==> src/rtl/mem_lsu.sv <==
// MEM stage load/store unit: issues byte/half/word accesses over a req/gnt/rvalid
// data bus, aligns and extends load data, and reports misalignment, bus faults and timeouts.
module mem_lsu #(
  parameter int XLEN        = 32,
  parameter int ADDR_W      = 32,
  parameter int REG_AW      = 5,
  parameter int TIMEOUT_CYC = 255
) (
  input  logic              clk,
  input  logic              arst_n,
  input  logic              flush_i,
  input  logic              ex_valid_i,
  output logic              ex_ready_o,
  input  logic [2:0]        funct3_i,
  input  logic              mem_r_ena_i,
  input  logic              mem_w_ena_i,
  input  logic [ADDR_W-1:0] mem_addr_i,
  input  logic [XLEN-1:0]   mem_w_data_i,
  input  logic              reg_w_ena_i,
  input  logic [REG_AW-1:0] reg_w_addr_i,
  input  logic [XLEN-1:0]   reg_w_data_i,
  output logic              dmem_req_o,
  output logic              dmem_we_o,
  output logic [ADDR_W-1:0] dmem_addr_o,
  output logic [XLEN/8-1:0] dmem_be_o,
  output logic [XLEN-1:0]   dmem_wdata_o,
  input  logic              dmem_gnt_i,
  input  logic              dmem_rvalid_i,
  input  logic [XLEN-1:0]   dmem_rdata_i,
  input  logic              dmem_err_i,
  output logic              wb_valid_o,
  output logic              reg_w_ena_o,
  output logic [REG_AW-1:0] reg_w_addr_o,
  output logic [XLEN-1:0]   reg_w_data_o,
  output logic              exc_o,
  output logic [3:0]        exc_cause_o
);

  localparam int BE_W = XLEN / 8;
  localparam int CNT_W = (TIMEOUT_CYC > 0) ? $clog2(TIMEOUT_CYC + 1) : 1;
  localparam int unsigned TO_LAST = (TIMEOUT_CYC > 0) ? TIMEOUT_CYC - 1 : 0;

  generate
    if (XLEN != 32) begin : g_xlen_chk
      $error("mem_lsu supports XLEN=32 only");
    end
  endgenerate

  typedef enum logic [1:0] {S_IDLE, S_REQ, S_WAIT} state_t;

  state_t            state_q, state_d;
  logic              kill_q, kill_d;
  logic [CNT_W-1:0]  cnt_q, cnt_d;
  logic [2:0]        f3_q;
  logic [1:0]        off_q;
  logic              ld_q;
  logic              rd_ena_q;
  logic [REG_AW-1:0] rd_q;

  logic              accept, is_mem, misal, tmo, done, done_err, suppress;
  logic [BE_W-1:0]   be_in;
  logic [XLEN-1:0]   wdata_in, lane, ld_ext;

  assign ex_ready_o = (state_q == S_IDLE) && !kill_q;
  assign dmem_req_o = (state_q == S_REQ);
  assign accept     = ex_valid_i && ex_ready_o && !flush_i;
  assign is_mem     = mem_r_ena_i || mem_w_ena_i;
  assign done_err   = tmo || (dmem_rvalid_i && dmem_err_i);
  assign suppress   = kill_q || flush_i;

  always_comb begin
    be_in    = '1;
    wdata_in = mem_w_data_i;
    misal    = 1'b0;
    case (funct3_i[1:0])
      2'b00: begin
        be_in    = BE_W'(1) << mem_addr_i[1:0];
        wdata_in = {(XLEN/8){mem_w_data_i[7:0]}};
      end
      2'b01: begin
        be_in    = BE_W'(3) << mem_addr_i[1:0];
        wdata_in = {(XLEN/16){mem_w_data_i[15:0]}};
        misal    = mem_addr_i[0];
      end
      default: misal = (mem_addr_i[1:0] != 2'b00);
    endcase
  end

  always_comb begin
    lane   = dmem_rdata_i >> {off_q, 3'b000};
    ld_ext = lane;
    case (f3_q[1:0])
      2'b00:   ld_ext = f3_q[2] ? {{(XLEN-8){1'b0}}, lane[7:0]}
                                : {{(XLEN-8){lane[7]}}, lane[7:0]};
      2'b01:   ld_ext = f3_q[2] ? {{(XLEN-16){1'b0}}, lane[15:0]}
                                : {{(XLEN-16){lane[15]}}, lane[15:0]};
      default: ld_ext = lane;
    endcase
  end

  always_comb begin
    state_d = state_q;
    kill_d  = kill_q;
    cnt_d   = '0;
    tmo     = 1'b0;
    done    = 1'b0;
    case (state_q)
      S_IDLE: if (accept && is_mem && !misal) state_d = S_REQ;
      S_REQ: begin
        if (dmem_gnt_i && dmem_rvalid_i) begin
          state_d = S_IDLE;
          done    = 1'b1;
        end else if (dmem_gnt_i) begin
          state_d = S_WAIT;
          if (flush_i) kill_d = 1'b1;
        end else if (flush_i) begin
          state_d = S_IDLE;
        end
      end
      S_WAIT: begin
        if (dmem_rvalid_i) begin
          state_d = S_IDLE;
          done    = 1'b1;
        end else if (TIMEOUT_CYC != 0 && cnt_q == CNT_W'(TO_LAST)) begin
          state_d = S_IDLE;
          done    = 1'b1;
          tmo     = 1'b1;
        end else begin
          cnt_d = cnt_q + 1'b1;
          if (flush_i) kill_d = 1'b1;
        end
      end
      default: state_d = S_IDLE;
    endcase
    if (state_d == S_IDLE) kill_d = 1'b0;
  end

  always_ff @(posedge clk) begin
    if (!arst_n) begin
      state_q <= S_IDLE;
      kill_q  <= 1'b0;
      cnt_q   <= '0;
    end else begin
      state_q <= state_d;
      kill_q  <= kill_d;
      cnt_q   <= cnt_d;
    end
  end

  always_ff @(posedge clk) begin
    if (!arst_n) begin
      f3_q         <= '0;
      off_q        <= '0;
      ld_q         <= 1'b0;
      rd_ena_q     <= 1'b0;
      rd_q         <= '0;
      dmem_we_o    <= 1'b0;
      dmem_addr_o  <= '0;
      dmem_be_o    <= '0;
      dmem_wdata_o <= '0;
      wb_valid_o   <= 1'b0;
      reg_w_ena_o  <= 1'b0;
      reg_w_addr_o <= '0;
      reg_w_data_o <= '0;
      exc_o        <= 1'b0;
      exc_cause_o  <= '0;
    end else begin
      wb_valid_o <= 1'b0;
      if (accept) begin
        f3_q     <= funct3_i;
        off_q    <= mem_addr_i[1:0];
        ld_q     <= mem_r_ena_i;
        rd_ena_q <= reg_w_ena_i;
        rd_q     <= reg_w_addr_i;
        if (is_mem && !misal) begin
          dmem_we_o    <= mem_w_ena_i;
          dmem_addr_o  <= {mem_addr_i[ADDR_W-1:2], 2'b00};
          dmem_be_o    <= be_in;
          dmem_wdata_o <= wdata_in;
        end else begin
          // Non-memory ops and misaligned accesses retire straight from IDLE.
          wb_valid_o   <= 1'b1;
          reg_w_ena_o  <= reg_w_ena_i && !is_mem;
          reg_w_addr_o <= reg_w_addr_i;
          reg_w_data_o <= reg_w_data_i;
          exc_o        <= is_mem;
          exc_cause_o  <= !is_mem ? 4'd0 : (mem_w_ena_i ? 4'd6 : 4'd4);
        end
      end else if (done && !suppress) begin
        wb_valid_o   <= 1'b1;
        reg_w_ena_o  <= rd_ena_q && ld_q && !done_err;
        reg_w_addr_o <= rd_q;
        reg_w_data_o <= ld_q ? ld_ext : '0;
        exc_o        <= done_err;
        exc_cause_o  <= !done_err ? 4'd0 : (ld_q ? 4'd5 : 4'd7);
      end
    end
  end

endmodule

==> config.mk <==
export PLATFORM = sky130hd
export DESIGN_NAME = mem_lsu
export DESIGN_NICKNAME = d
export VERILOG_FILES = /design/src/rtl/mem_lsu.sv
export SDC_FILE = /design/constraint.sdc
export NUM_CORES = 1
export LEC_CHECK = 0
export ABC_AREA = 1
export CORE_MARGIN = 1
export CORE_UTILIZATION = 30
export DETAILED_ROUTE_END_ITERATION = 8
export PLACE_DENSITY_LB_ADDON = 0.25
export RECOVER_POWER = 25
export SETUP_SLACK_MARGIN = 0.3
export SLEW_MARGIN = 10
export SYNTH_ARGS = -nofsm -noshare
export SYNTH_HDL_FRONTEND = slang
export SYNTH_SLANG_ARGS = --single-unit
==> constraint.sdc <==
create_clock -name clk -period 1.9 [get_ports clk]
set_input_delay 0.38 -clock clk [delete_from_list [all_inputs] [get_ports clk]]
set_output_delay 0.38 -clock clk [all_outputs]
set_load 0.01 [all_outputs]
==> impl_metrics.yaml <==
outcome:
  status: "complete, no violations"
detailed_routing:
  wl_per_cell_um: 16.0
  routed_wirelength_um: 25300
  dr_total_vias: 7530
  wl_met3_um: 2410
  first_pass_iters: 5
  avgViaCountPerCell: 4.75
  top_layer: "met5"
  drt-met1-wl_um: 10300
  drtIter0Drc: 395
  route.met2.wl_um: 12200
  postRouteAntennaNets: 0
  post-route-drc-count: 0
layout:
  seq_area_sq_um: 2650
  final_nets: 1444
  most-common-layout-cells: "263 x nand2_1, 160 x nor2_1, 143 x clkdlybuf4s50_1"
  layout_commonest_cell: "nand2_1"
  nFillCells: 2142
  multi_input_area_sq_um: 3950
  layout-drive-gt1-share_pct: 19.4
  design_area_sq_um: 11500
  syn_to_final_growth_pct: 71.2
  final_core_util_pct: 52.7
sta:
  setup-tns-final_ns: 0
  finalSetupViolations: 0
  hold_viol: 0
  clock_skew_ns: 0.0108
  period_needed_ns: 1.69
  fin_crit_sh_pct: 89.1
  drv_slew: 0
  fmax_mhz: 591
  rsz0062_at_grt: "true"
worst_setup_path:
  required_ns: 2.20
  cp_max_fo: 5
  worst_setup_path_start_kind: "flop"
  worstSetupPathType: "flop to flop"
  worstSetupEndpointType: "flop"
  crit_arrival_ns: 1.99
yosys:
  syn-cell-area_sq_um: 6730
  synth-seq-cells: 132
  yosysUniqueCellTypes: 39
  synth_top_area_cell: "dfxtp_1"
  synth_warnings: 0
  postSynthAreaPerCell_sq_um: 6.84
  seq_area_frac_synth_pct: 39.2
  synth_area_leaders: "dfxtp_1 39%, nand2_1 15%, nor2_1 11%, o21ai_0 5.7%, a21oi_1 4.2%"
  synth_cells: 985
  synth-async-reset-ratio_pct: 0
  synth_edf_count: 0
  netlist.area_leader.share_pct: 39.2
  ys.flop_type: "dfxtp_1"
floorplanning:
  fp.dieH_um: 152
  core_sq_um: 21900
  start_util_pct: 30.8
  dieArea_sq_um: 23000
  die_w_um: 152
  rows: 54
  io_pins: 261
clocking:
  clock_latency_ns: 0.42
  clockBufferDepth: 2
  clkSinkCount: 132
  htreeDepth: 4
  path_clk_slew_ns: 0.06
  cts_tree: "built"
  postCtsHoldBufs: 0
  cts_buffers: 17
  cts-root-buf: "clkbuf_16"
grt:
  grt_pass1_vias: 7110
  grt_max_degree: 53
  track_usage_pct: 20.8
  grt_pass1_wl_um: 38000
  antenna_found_initial: 4
  grt_remaining_overflow: 0
place:
  place.gp.congestion: 0.853
  numPortBuffers: 257
  dpl_cell_area_sq_um: 9760
  dp_hpwl_um: 16800
flow_run:
  cap_violations: 0
pwr:
  p_leak_nw: 5.59
  vdd_drop_max_mv: 0.549
  powerDensity_nw_per_um2: 713
min_path:
  worst_hold_path_type: "primary input to flop"
-- through the flow --
stage               hold WS [ns]  power, mW  worst slack (ns)  instances
finish                     0.376       8.22             0.207       1586
floorplan                  0.441       3.94             0.317        987
global route               0.380       8.62             0.137       1585
detailed placement         0.461       4.81           -0.0846       1507
CTS                        0.371       8.14             0.195       1566
global placement           0.451       4.80           -0.0417       1507
-- worst paths after layout --
kind / slack [ns] / from / cells past startpoint / end
setup / recovery: 0.21 / state_q[1]$_SDFF_PN0_ / 11 / dmem_wdata_o[1]$_SDFFE_PN0P_
hold / removal: 0.38 / arst_n / 3 / dmem_wdata_o[28]$_SDFFE_PN0P_
setup reg to reg: 0.21 / state_q[1]$_SDFF_PN0_ / 11 / dmem_wdata_o[1]$_SDFFE_PN0P_
hold reg to reg: 0.46 / rd_ena_q$_SDFFE_PN0P_ / 2 / rd_ena_q$_SDFFE_PN0P_
-- kinds of logic after synthesis --
logic type / after synthesis / synth area share [%]
muxes: 5 / 0.743
and+or+nand+nor: 548 / 34.8
other: 1 / 0.0557
adders and majority gates: 6 / 1.12
buffers and inverters: 117 / 9.57
DFF: 132 / 39.2
xor gates and xnor gates: 4 / 0.520
AOI/OAI and AO/OA: 172 / 13.9
-- final cells by class --
class,instances,area share [%]
Sequential cell,132,23.0
Clock inverter,14,1.23
Inverter,50,1.91
Tap cell,280,3.04
Clock buffer,18,3.81
Multi-Input combinational cell,739,34.3
Antenna cell,1,0.0217
Timing Repair inverter,1,0.174
Timing Repair Buffer,351,32.5
-- timing repair --
| item | CTS | global route |
|---|---|---|
| buffers inserted | 16 | 7 |
| gates resized for setup | 190 | 128 |
| cloned | 11 | 12 |
| setup endpoints to repair | 228 | 112 |
| pin swaps | 19 | 36 |
-- synth_stat cells (all sizes together), types with 2 or more instances --
master,number
buf,48
a21oi,61
nand3,52
xnor2,2
o211ai,15
nand4,2
ha,6
clkbuf,19
a31oi,11
inv,49
xor2,2
o21ai,82
nand3b,20
nand2,277
nor2,194
mux2i,5
dfxtp,132
-- report_power, final --
| group | internal (mW) | total, mW | switching (mW) |
|---|---|---|---|
| Sequential | 2.93 | 3.03 | 0.0987 |
| Combinational | 0.961 | 1.94 | 0.974 |
| Clock | 1.88 | 3.26 | 1.38 |
-- routing by layer --
metal  up-vias  track usage [%]
li1       3797                -
met1      3405             24.5
met2       289             34.8
met3        35             8.27
met4         4             5.90
met5         -                0
-- sequential cells by signal, summed over array words and instances, names as in the netlist, 4 cells and up --
| signal | count |
|---|---|
| cnt_q | 8 |
| dmem_addr_o | 30 |
| dmem_be_o | 4 |
| rd_q | 5 |
| reg_w_addr_o | 5 |
| dmem_wdata_o | 32 |
| reg_w_data_o | 32 |
-- critical path, cell delays in order (launching register included) --
cell      delay, ns
dfxtp_4        0.36
inv_4          0.07
ha_4           0.16
nand2_4        0.05
clkinv_4       0.05
nand2_8        0.06
nor2_4         0.17
buf_6          0.15
nand2_8        0.08
buf_16         0.15
o21ai_0        0.19
nor2_1         0.09
Power figures use the tool's default switching activity.
